[config.mk]
export PLATFORM = sky130hd
export DESIGN_NAME = demux_scan_ctrl_flat
export DESIGN_NICKNAME = d
export VERILOG_FILES = /design/src/rtl/demux_scan_if.sv /design/src/rtl/demux_scan_ctrl.sv /design/src/flat_wrapper.sv
export SDC_FILE = /design/constraint.sdc
export NUM_CORES = 1
export LEC_CHECK = 0
export CORE_MARGIN = 2
export CORE_UTILIZATION = 40
export DETAILED_ROUTE_END_ITERATION = 8
export GPL_TIMING_DRIVEN = 0
export PLACE_DENSITY = 0.6
export SETUP_SLACK_MARGIN = 0.4
export SYNTH_ARGS = -nofsm -noshare
export SYNTH_HDL_FRONTEND = slang
export SYNTH_SLANG_ARGS = --single-unit
[constraint.sdc]
create_clock -name clk -period 5.36 [get_ports clk]
set_input_delay 0.804 -clock clk [delete_from_list [all_inputs] [get_ports clk]]
set_output_delay 0.804 -clock clk [all_outputs]
set_load 0.05 [all_outputs]
[src/rtl/demux_scan_if.sv]
// Control/status bundle between a scan requester and demux_scan_ctrl.
// The requester drives start/stop and the scan configuration; the controller returns demux drive and status.
interface demux_scan_if #(
    parameter int DWELL_W = 16
);
    logic               start;
    logic               stop;
    logic               continuous;
    logic [7:0]         ch_mask;
    logic [DWELL_W-1:0] dwell;
    logic [2:0]         sel;
    logic               enable;
    logic               busy;
    logic               done;
    logic               wrap;

    modport master (
        output start, stop, continuous, ch_mask, dwell,
        input  sel, enable, busy, done, wrap
    );

    modport slave (
        input  start, stop, continuous, ch_mask, dwell,
        output sel, enable, busy, done, wrap
    );
endinterface

[src/rtl/demux_scan_ctrl.sv]
// Scan sequencer for a 1-to-8 demux: visits masked channels for a dwell time each,
// with a one-cycle blanking gap, in single-pass or continuous mode.
module demux_scan_ctrl #(
    parameter int DWELL_W = 16
) (
    input  logic         clk,
    input  logic         rst,
    demux_scan_if.slave  bus
);

    typedef enum logic [1:0] {
        S_IDLE = 2'd0,
        S_SCAN = 2'd1,
        S_GAP  = 2'd2
    } state_t;

    state_t             state_q;
    logic [2:0]         sel_q;
    logic               enable_q;
    logic               busy_q;
    logic               done_q;
    logic               wrap_q;
    logic [7:0]         mask_q;
    logic [DWELL_W-1:0] dwell_q;
    logic               cont_q;
    logic [DWELL_W-1:0] cnt_q;
    logic               last_q;

    logic [3:0]         start_low_s;
    logic [3:0]         mask_low_s;
    logic [3:0]         next_s;
    logic [DWELL_W-1:0] dwell_eff_s;

    // Returns {found, index} of the lowest set bit.
    function automatic logic [3:0] lowest_bit(input logic [7:0] m);
        logic [3:0] r;
        r = 4'b0000;
        for (int i = 7; i >= 0; i--) begin
            if (m[i]) begin
                r = {1'b1, 3'(i)};
            end
        end
        return r;
    endfunction

    // Returns {found, index} of the lowest set bit strictly above cur.
    function automatic logic [3:0] next_above(input logic [7:0] m, input logic [2:0] cur);
        logic [3:0] r;
        r = 4'b0000;
        for (int i = 7; i >= 0; i--) begin
            if (m[i] && (3'(i) > cur)) begin
                r = {1'b1, 3'(i)};
            end
        end
        return r;
    endfunction

    // Channel search and zero-dwell substitution feeding the FSM.
    always_comb begin
        start_low_s = lowest_bit(bus.ch_mask);
        mask_low_s  = lowest_bit(mask_q);
        next_s      = next_above(mask_q, sel_q);
        if (bus.dwell == '0) begin
            dwell_eff_s = DWELL_W'(1);
        end else begin
            dwell_eff_s = bus.dwell;
        end
    end

    // Scan FSM with registered demux drive and status outputs.
    always_ff @(posedge clk) begin
        if (rst) begin
            state_q  <= S_IDLE;
            sel_q    <= 3'd0;
            enable_q <= 1'b0;
            busy_q   <= 1'b0;
            done_q   <= 1'b0;
            wrap_q   <= 1'b0;
            mask_q   <= 8'd0;
            dwell_q  <= '0;
            cont_q   <= 1'b0;
            cnt_q    <= '0;
            last_q   <= 1'b0;
        end else begin
            done_q <= 1'b0;
            wrap_q <= 1'b0;
            case (state_q)
                S_IDLE: begin
                    enable_q <= 1'b0;
                    busy_q   <= 1'b0;
                    if (bus.start && !bus.stop) begin
                        mask_q  <= bus.ch_mask;
                        dwell_q <= dwell_eff_s;
                        cont_q  <= bus.continuous;
                        if (bus.ch_mask == 8'd0) begin
                            done_q <= 1'b1;
                        end else begin
                            state_q  <= S_SCAN;
                            sel_q    <= start_low_s[2:0];
                            enable_q <= 1'b1;
                            busy_q   <= 1'b1;
                            cnt_q    <= dwell_eff_s;
                        end
                    end
                end
                S_SCAN: begin
                    if (bus.stop) begin
                        state_q  <= S_IDLE;
                        enable_q <= 1'b0;
                        busy_q   <= 1'b0;
                        done_q   <= 1'b1;
                    end else if (cnt_q == DWELL_W'(1)) begin
                        state_q  <= S_GAP;
                        enable_q <= 1'b0;
                        if (next_s[3]) begin
                            sel_q  <= next_s[2:0];
                            last_q <= 1'b0;
                        end else if (cont_q) begin
                            sel_q  <= mask_low_s[2:0];
                            wrap_q <= 1'b1;
                            last_q <= 1'b0;
                        end else begin
                            done_q <= 1'b1;
                            last_q <= 1'b1;
                        end
                    end else begin
                        cnt_q <= cnt_q - DWELL_W'(1);
                    end
                end
                S_GAP: begin
                    // A finishing pass already pulsed done in this cycle, so a late stop adds nothing.
                    if (last_q) begin
                        state_q <= S_IDLE;
                        busy_q  <= 1'b0;
                        last_q  <= 1'b0;
                    end else if (bus.stop) begin
                        state_q <= S_IDLE;
                        busy_q  <= 1'b0;
                        done_q  <= 1'b1;
                    end else begin
                        state_q  <= S_SCAN;
                        enable_q <= 1'b1;
                        cnt_q    <= dwell_q;
                    end
                end
                default: begin
                    state_q  <= S_IDLE;
                    enable_q <= 1'b0;
                    busy_q   <= 1'b0;
                    last_q   <= 1'b0;
                end
            endcase
        end
    end

    assign bus.sel    = sel_q;
    assign bus.enable = enable_q;
    assign bus.busy   = busy_q;
    assign bus.done   = done_q;
    assign bus.wrap   = wrap_q;

endmodule
[src/flat_wrapper.sv]
// flat-port wrapper written by rule: the top's interface ports become plain ports
module demux_scan_ctrl_flat 
#(
    parameter int DWELL_W = 16
)
  (clk, rst, bus_start, bus_stop, bus_continuous, bus_ch_mask, bus_dwell, bus_sel, bus_enable, bus_busy, bus_done, bus_wrap);
  demux_scan_if #(.DWELL_W(DWELL_W)) bus_i ();
  input  logic clk;
  input  logic rst;
  input wire logic [$bits(bus_i.start)-1:0] bus_start;
  input wire logic [$bits(bus_i.stop)-1:0] bus_stop;
  input wire logic [$bits(bus_i.continuous)-1:0] bus_continuous;
  input wire logic [$bits(bus_i.ch_mask)-1:0] bus_ch_mask;
  input wire logic [$bits(bus_i.dwell)-1:0] bus_dwell;
  output wire logic [$bits(bus_i.sel)-1:0] bus_sel;
  output wire logic [$bits(bus_i.enable)-1:0] bus_enable;
  output wire logic [$bits(bus_i.busy)-1:0] bus_busy;
  output wire logic [$bits(bus_i.done)-1:0] bus_done;
  output wire logic [$bits(bus_i.wrap)-1:0] bus_wrap;
  assign bus_i.start = bus_start;
  assign bus_i.stop = bus_stop;
  assign bus_i.continuous = bus_continuous;
  assign bus_i.ch_mask = bus_ch_mask;
  assign bus_i.dwell = bus_dwell;
  assign bus_sel = bus_i.sel;
  assign bus_enable = bus_i.enable;
  assign bus_busy = bus_i.busy;
  assign bus_done = bus_i.done;
  assign bus_wrap = bus_i.wrap;
  demux_scan_ctrl #(.DWELL_W(DWELL_W)) u_core (.clk(clk), .rst(rst), .bus(bus_i));
endmodule
# Yosys cells after proc, flatten, opt, wreduce, memory -nomap -nowiden
# Cells that the tools add are included.
# totals
register_bits	51
inputBits	29
# op_classes
n_addsub	1
order_cmp	8
eq_ne	12
muxes	69
n_bitwise	3
n_reduce_logical	22
# op_table
operator	n
2-to-1 mux 16 bit	7
2-to-1 mux 3 bit	22
one-hot mux 16 bit (3 select lines)	1
2-to-1 mux 4 bit	8
2-to-1 mux 1 bit	20
equality test 16 x 1 -> 1 bit (second input constant)	1
logical NOT 16 bit	1
subtractor 16 x 1 -> 16 bit (second input constant)	1
> comparator 3 bit (first input constant)	4
2-to-1 mux 2 bit	5
!= test 2 bit (second input constant)	5
logical AND 1 bit	9
one-hot mux 1 bit (3 select lines)	3
AND reduction 3 bit	3
logical NOT 8 bit	1
AND reduction 7 bit	1
> comparator 1 x 3 -> 1 bit (first input constant)	2
> comparator 2 x 3 -> 1 bit (first input constant)	2
one-hot mux 2 bit (3 select lines)	1
one-hot mux 3 bit (2 select lines)	1
AND reduction 6 bit	1
OR reduction 5 bit	1
!= test 2 x 1 -> 1 bit (second input constant)	2
!= test 3 x 1 -> 1 bit (second input constant)	1
10 further kinds	12

# Logic depth before layout (Yosys ltp)
# logic_depth
depth_word	14
mapped_depth	8
mapped_depth_nobuf	7

# Least setup slack after synthesis
# Ideal clock, no wire load.
# synth_timing
kind	input to register
startpoint	in bus_ch_mask[0]
endpoint	reg u_core.cnt_q[14]
setup_ns	0.086
t_arrival_ns	2.195
path_slack_ns	3.078
path_stages	5
cell_sequence	nor4_1 > a21oi_1 > o22ai_1 > nor2_4 > a221oi_2
# synth_between
elab_chain_cells	3
# synth_lines
element	line	source
from (decl)	flat_wrapper.sv:13	input wire logic [$bits(bus_i.ch_mask)-1:0] bus_ch_mask;
logical NOT 8 bit	demux_scan_ctrl.sv:95	if (bus.ch_mask == 8'd0) begin
!= test 2 bit (no line)	n/a	
AND reduction 7 bit (no line)	n/a	
to (signal assigned)	demux_scan_ctrl.sv:102	cnt_q <= dwell_eff_s;
to (signal assigned)	demux_scan_ctrl.sv:127	cnt_q <= cnt_q - DWELL_W'(1);
to (signal assigned)	demux_scan_ctrl.sv:143	cnt_q <= dwell_q;
to (decl)	demux_scan_ctrl.sv:26	logic [DWELL_W-1:0] cnt_q;
# No other way between the ends.
# A chain may end at the register's enable or synchronous reset.

# Worst setup path in the final report
# layout_timing
startpoint	in bus_ch_mask[7]
endpoint	reg u_core.cnt_q[14]
# The elaborated chain is that of the path after synthesis.

==> implementation parameters <==
Parameter                              Value

Run status
  Status    complete, no violations

Floorplan
  Floorplan row count    31
  I/O pin count    36
  Die Ht    between 90 and 100 um
  Die area    approximately 0.0084 mm2
  Core Box Area    0.00733 mm2
  Die X-Extent    91.6 um
  Initial standard-cell utilization of the core    0.419

Setup path
  Required time worst endpoint    5.60 ns
  Buffers plus inverters on the worst setup path    1
  Slowest cell on the critical path    sky130_fd_sc_hd__o22ai_1
  CP Cell Sequence    clkdlybuf4s50_1, nor4_1, a21oi_1, o22ai_1, nor2_4, a221oi_2
  Worst Setup Start Kind    input pin
  Largest stage delay on the critical path    0.81 ns
  Critical path arrival    ~3.5 ns
  Family with the most delay on the worst path    compound AO/OA/AOI/OAI gates
  Crit end category    flip-flop
  Type of the worst setup path    input pin to flip-flop
  Critical Path Fanout Max    10

Layout
  Relative area change from synthesis to final layout    18.7%
  Fill cell instance count of the final layout    roughly 740
  Diodes inserted    0
  Layout cell share with drive strength beyond 1    0.0349
  Final standard cell utilization of the core    0.497
  Nets    492

Global route
  First-pass GRT wire length    16,600 um
  Global Route Usage Sum    0.252
  Vias in the first global route    about 3.1k
  Overflow after GRT    0
  Antenna violations before repair    0
  Largest net degree at the start of global routing    15

Logic synthesis
  Total number of yosys warnings    0
  Syn avg cell area    about 7.4 um2
  Synthesized flop and latch total    a little over 50
  Proportion of synthesized chip area in sequential cells    0.332
  Proportion of netlist area held by the largest area contributor    0.332
  Total standard cell area after synthesis    0.00307 mm2
  Cell types occupying the most area after synthesis    sky130_fd_sc_hd__dfxtp_1 33%, sky130_fd_sc_hd__nand2_1 8.6%, sky130_fd_sc_hd__a21oi_1 8.0%, sky130_fd_sc_hd__o21ai_0 3.9%, sky130_fd_sc_hd__nor2_1 3.4%
  Async SR Flop Fraction    0
  Most area-hungry cell type in the Yosys netlist    sky130_fd_sc_hd__dfxtp_1
  Number of different library cells in the post-synthesis netlist    62
  Number of enable-type register cells in the synthesized netlist    0
  Most used flip-flop cell after synthesis    sky130_fd_sc_hd__dfxtp_1
  Synth Instances    between 400 and 500
  Synthesized net count    450

Placed design
  IO Port Bufs    35
  Half-perimeter wire length of the detailed placement result    7700 um
  GP Congestion    roughly 0.9

Clocking
  Num CTS Buffers    5
  Post-CTS clock slew at the launch and capture registers of the worst setup and hold paths    0.10 ns
  Number of buffers inserted to repair setup after CTS    0
  Clock latency on the worst-skew pair    between 0.3 and 0.4 ns
  Cell at the root of the clock tree    sky130_fd_sc_hd__clkbuf_8
  H-tree levels    2
  Clock buffer depth    2
  Number of sinks handled by clock tree synthesis    slightly above 50
  # resized after CTS    0
  CTS Hold Bufs    0
  Clock tree from TritonCTS    yes

Power and ir drop
  Internal power    ~0.69 mW
  Logic gate share of total power    0.378
  Worst IR drop on VDD    between 0.0001 and 0.00015 V
  Relative contribution of sequential cells to total power    0.398
  Leakage    around 1.2 nW
  Sw Share    0.388
  Power per unit of standard cell area    310 mW/mm2
  Switching pwr    approximately 0.44 mW
  Clock share of power    0.223

STA
  Shortest clock period the worst path allows after layout    about 3.3 ns
  Setup repair after global routing missed its margin    no
  Total negative setup slack    0 ns
  Highest clock rate    between 300 and 400 MHz
  Clock tree skew after final layout    ~0.013 ns
  Transition time of the tightest slew-check pin    around 1.0 ns
  Max-slew violations    0
  Max-Slew Margin vs Limit    0.335
  Number of endpoints with negative hold slack in the final report    0
  Tcrit/Tclk final    0.608
  Number of endpoints failing setup at the final stage    0

Flow run
  Total of max-cap violations    0

Routing
  Residual DRC    0
  Remaining antenna violation count    0
  Via-to-Cell Ratio    6.13
  1st-pass router iterations    5
  Wirelength, routed    around 10,000 um
  Via count    ~3.4k
  Detailed-route wire length per cell    between 15 and 20 um
  Violation count after the first detailed-route iteration    327

Hold path
  Hold crit path type    flip-flop to flip-flop
## Yosys cell counts, types with 2 or more instances
master and instances:
sky130_fd_sc_hd__nor2_1 28, sky130_fd_sc_hd__dfxtp_1 51, sky130_fd_sc_hd__or4_1 10, sky130_fd_sc_hd__inv_1 14
sky130_fd_sc_hd__nand3b_1 2, sky130_fd_sc_hd__o41ai_1 6, sky130_fd_sc_hd__nand2b_1 6, sky130_fd_sc_hd__ha_1 6
sky130_fd_sc_hd__o211ai_1 7, sky130_fd_sc_hd__o21ai_0 24, sky130_fd_sc_hd__xor2_1 2, sky130_fd_sc_hd__o2bb2ai_1 2
sky130_fd_sc_hd__a221oi_1 5, sky130_fd_sc_hd__o32ai_1 2, sky130_fd_sc_hd__clkbuf_1 22, sky130_fd_sc_hd__nand4_1 3
sky130_fd_sc_hd__a311oi_1 3, sky130_fd_sc_hd__a2111oi_0 2, sky130_fd_sc_hd__or3_1 4, sky130_fd_sc_hd__nand2_1 70
sky130_fd_sc_hd__nor3_1 7, sky130_fd_sc_hd__a21oi_1 49, sky130_fd_sc_hd__o22ai_1 6, sky130_fd_sc_hd__nand3_1 10
sky130_fd_sc_hd__a211oi_1 8, sky130_fd_sc_hd__a2bb2oi_1 2, sky130_fd_sc_hd__o31ai_1 4, sky130_fd_sc_hd__buf_1 2
sky130_fd_sc_hd__a31oi_1 6, sky130_fd_sc_hd__xnor2_1 2, sky130_fd_sc_hd__nor3b_1 3, sky130_fd_sc_hd__mux2i_1 2
sky130_fd_sc_hd__nor2b_1 6, sky130_fd_sc_hd__a41oi_1 2, sky130_fd_sc_hd__nor4_1 10
## cell usage in the layout (no fill, tap or decap), drive strengths merged, types with 3 or more instances in the layout
cell,instances
clkdlybuf4s50,35
a221oi,6
a31oi,6
nand3,10
nor3,8
nand2b,6
dfxtp,51
nand4,3
nor2b,6
o211ai,7
or4,10
a311oi,3
clkbuf,30
o22ai,6
nor2,29
o31ai,4
a211oi,8
nand2,70
o21ai,24
or3,4
a21oi,49
buf,4
nor3b,3
nor4,10
ha,6
inv,14
o41ai,6
## sequential cells by signal, indices dropped and copies added, names as in the netlist
register	cells
u_core.bus.wrap	1
u_core.state_q	2
u_core.dwell_q	16
u_core.bus.sel	3
u_core.bus.busy	1
u_core.last_q	1
u_core.mask_q	8
u_core.cnt_q	16
u_core.cont_q	1
u_core.bus.done	1
u_core.bus.enable	1
## routing by layer
metal  vias up  track usage  wire [um]
li1       1621            -          -
met1      1621        0.368       4860
met2       159        0.363       4290
met3        14       0.0608        979
met4         0       0.0808        170
met5         -            0          0
## power by group through the flow
stage | registers [mW] | logic (mW) | clock network (mW)
4_1_cts | 0.449 | 0.419 | 0.254
6_report | 0.451 | 0.428 | 0.253
3_3_place_gp | 0.457 | 0.413 | 0
3_5_place_dp | 0.458 | 0.416 | 0
5_1_grt | 0.456 | 0.468 | 0.269
2_1_floorplan | 0.462 | 0.283 | 0
## path summary, 6_finish.rpt
path | slack [ns] | start | cells past startpoint | to
setup / recovery | 2.10 | bus_ch_mask[7] | 6 | u_core.cnt_q[14]$_SDFFE_PP0P_
hold / removal | 0.46 | u_core.dwell_q[7]$_SDFFE_PP0P_ | 2 | u_core.dwell_q[7]$_SDFFE_PP0P_
setup reg to reg | 2.82 | u_core.cnt_q[0]$_SDFFE_PP0P_ | 6 | u_core.cnt_q[14]$_SDFFE_PP0P_
hold reg to reg | 0.46 | u_core.dwell_q[7]$_SDFFE_PP0P_ | 2 | u_core.dwell_q[7]$_SDFFE_PP0P_
## cells by family after synthesis
logic type / synth area share
compound gates: 0.296
fa+ha+maj: 0.0244
flops: 0.332
xor+xnor: 0.0114
mux: 0.00652
buf+inv: 0.0530
simple gates: 0.276
## worst min-delay path, cell delays in order, from the launching register on
cell	delay, ns
sky130_fd_sc_hd__dfxtp_1	0.32
sky130_fd_sc_hd__nand2_1	0.05
sky130_fd_sc_hd__a21oi_1	0.05
## cell type report
cell class                      instances  area, um2  area share
Timing Repair Buffer                   35        350      0.0961
Tap cell                               99        124      0.0340
Clock buffer                            8        100      0.0275
Inverter                               15       56.3      0.0154
Sequential cell                        51       1020       0.280
Multi-Input combinational cell        323       1890       0.518
Buffer                                 26        106      0.0292
## through the flow
stage	power (mW)	cells	instance area (um2)	hold WS (ns)	setup WS [ns]
after global routing	1.19	557	3650	0.497	1.80
after floorplan	0.744	415	3070	0.432	3.08
after global placement	0.870	549	3550	0.444	1.86
final	1.13	557	3650	0.463	2.10
after CTS	1.12	557	3650	0.464	2.18
after detailed placement	0.874	549	3550	0.449	1.85
Power figures use the tool's default switching activity.
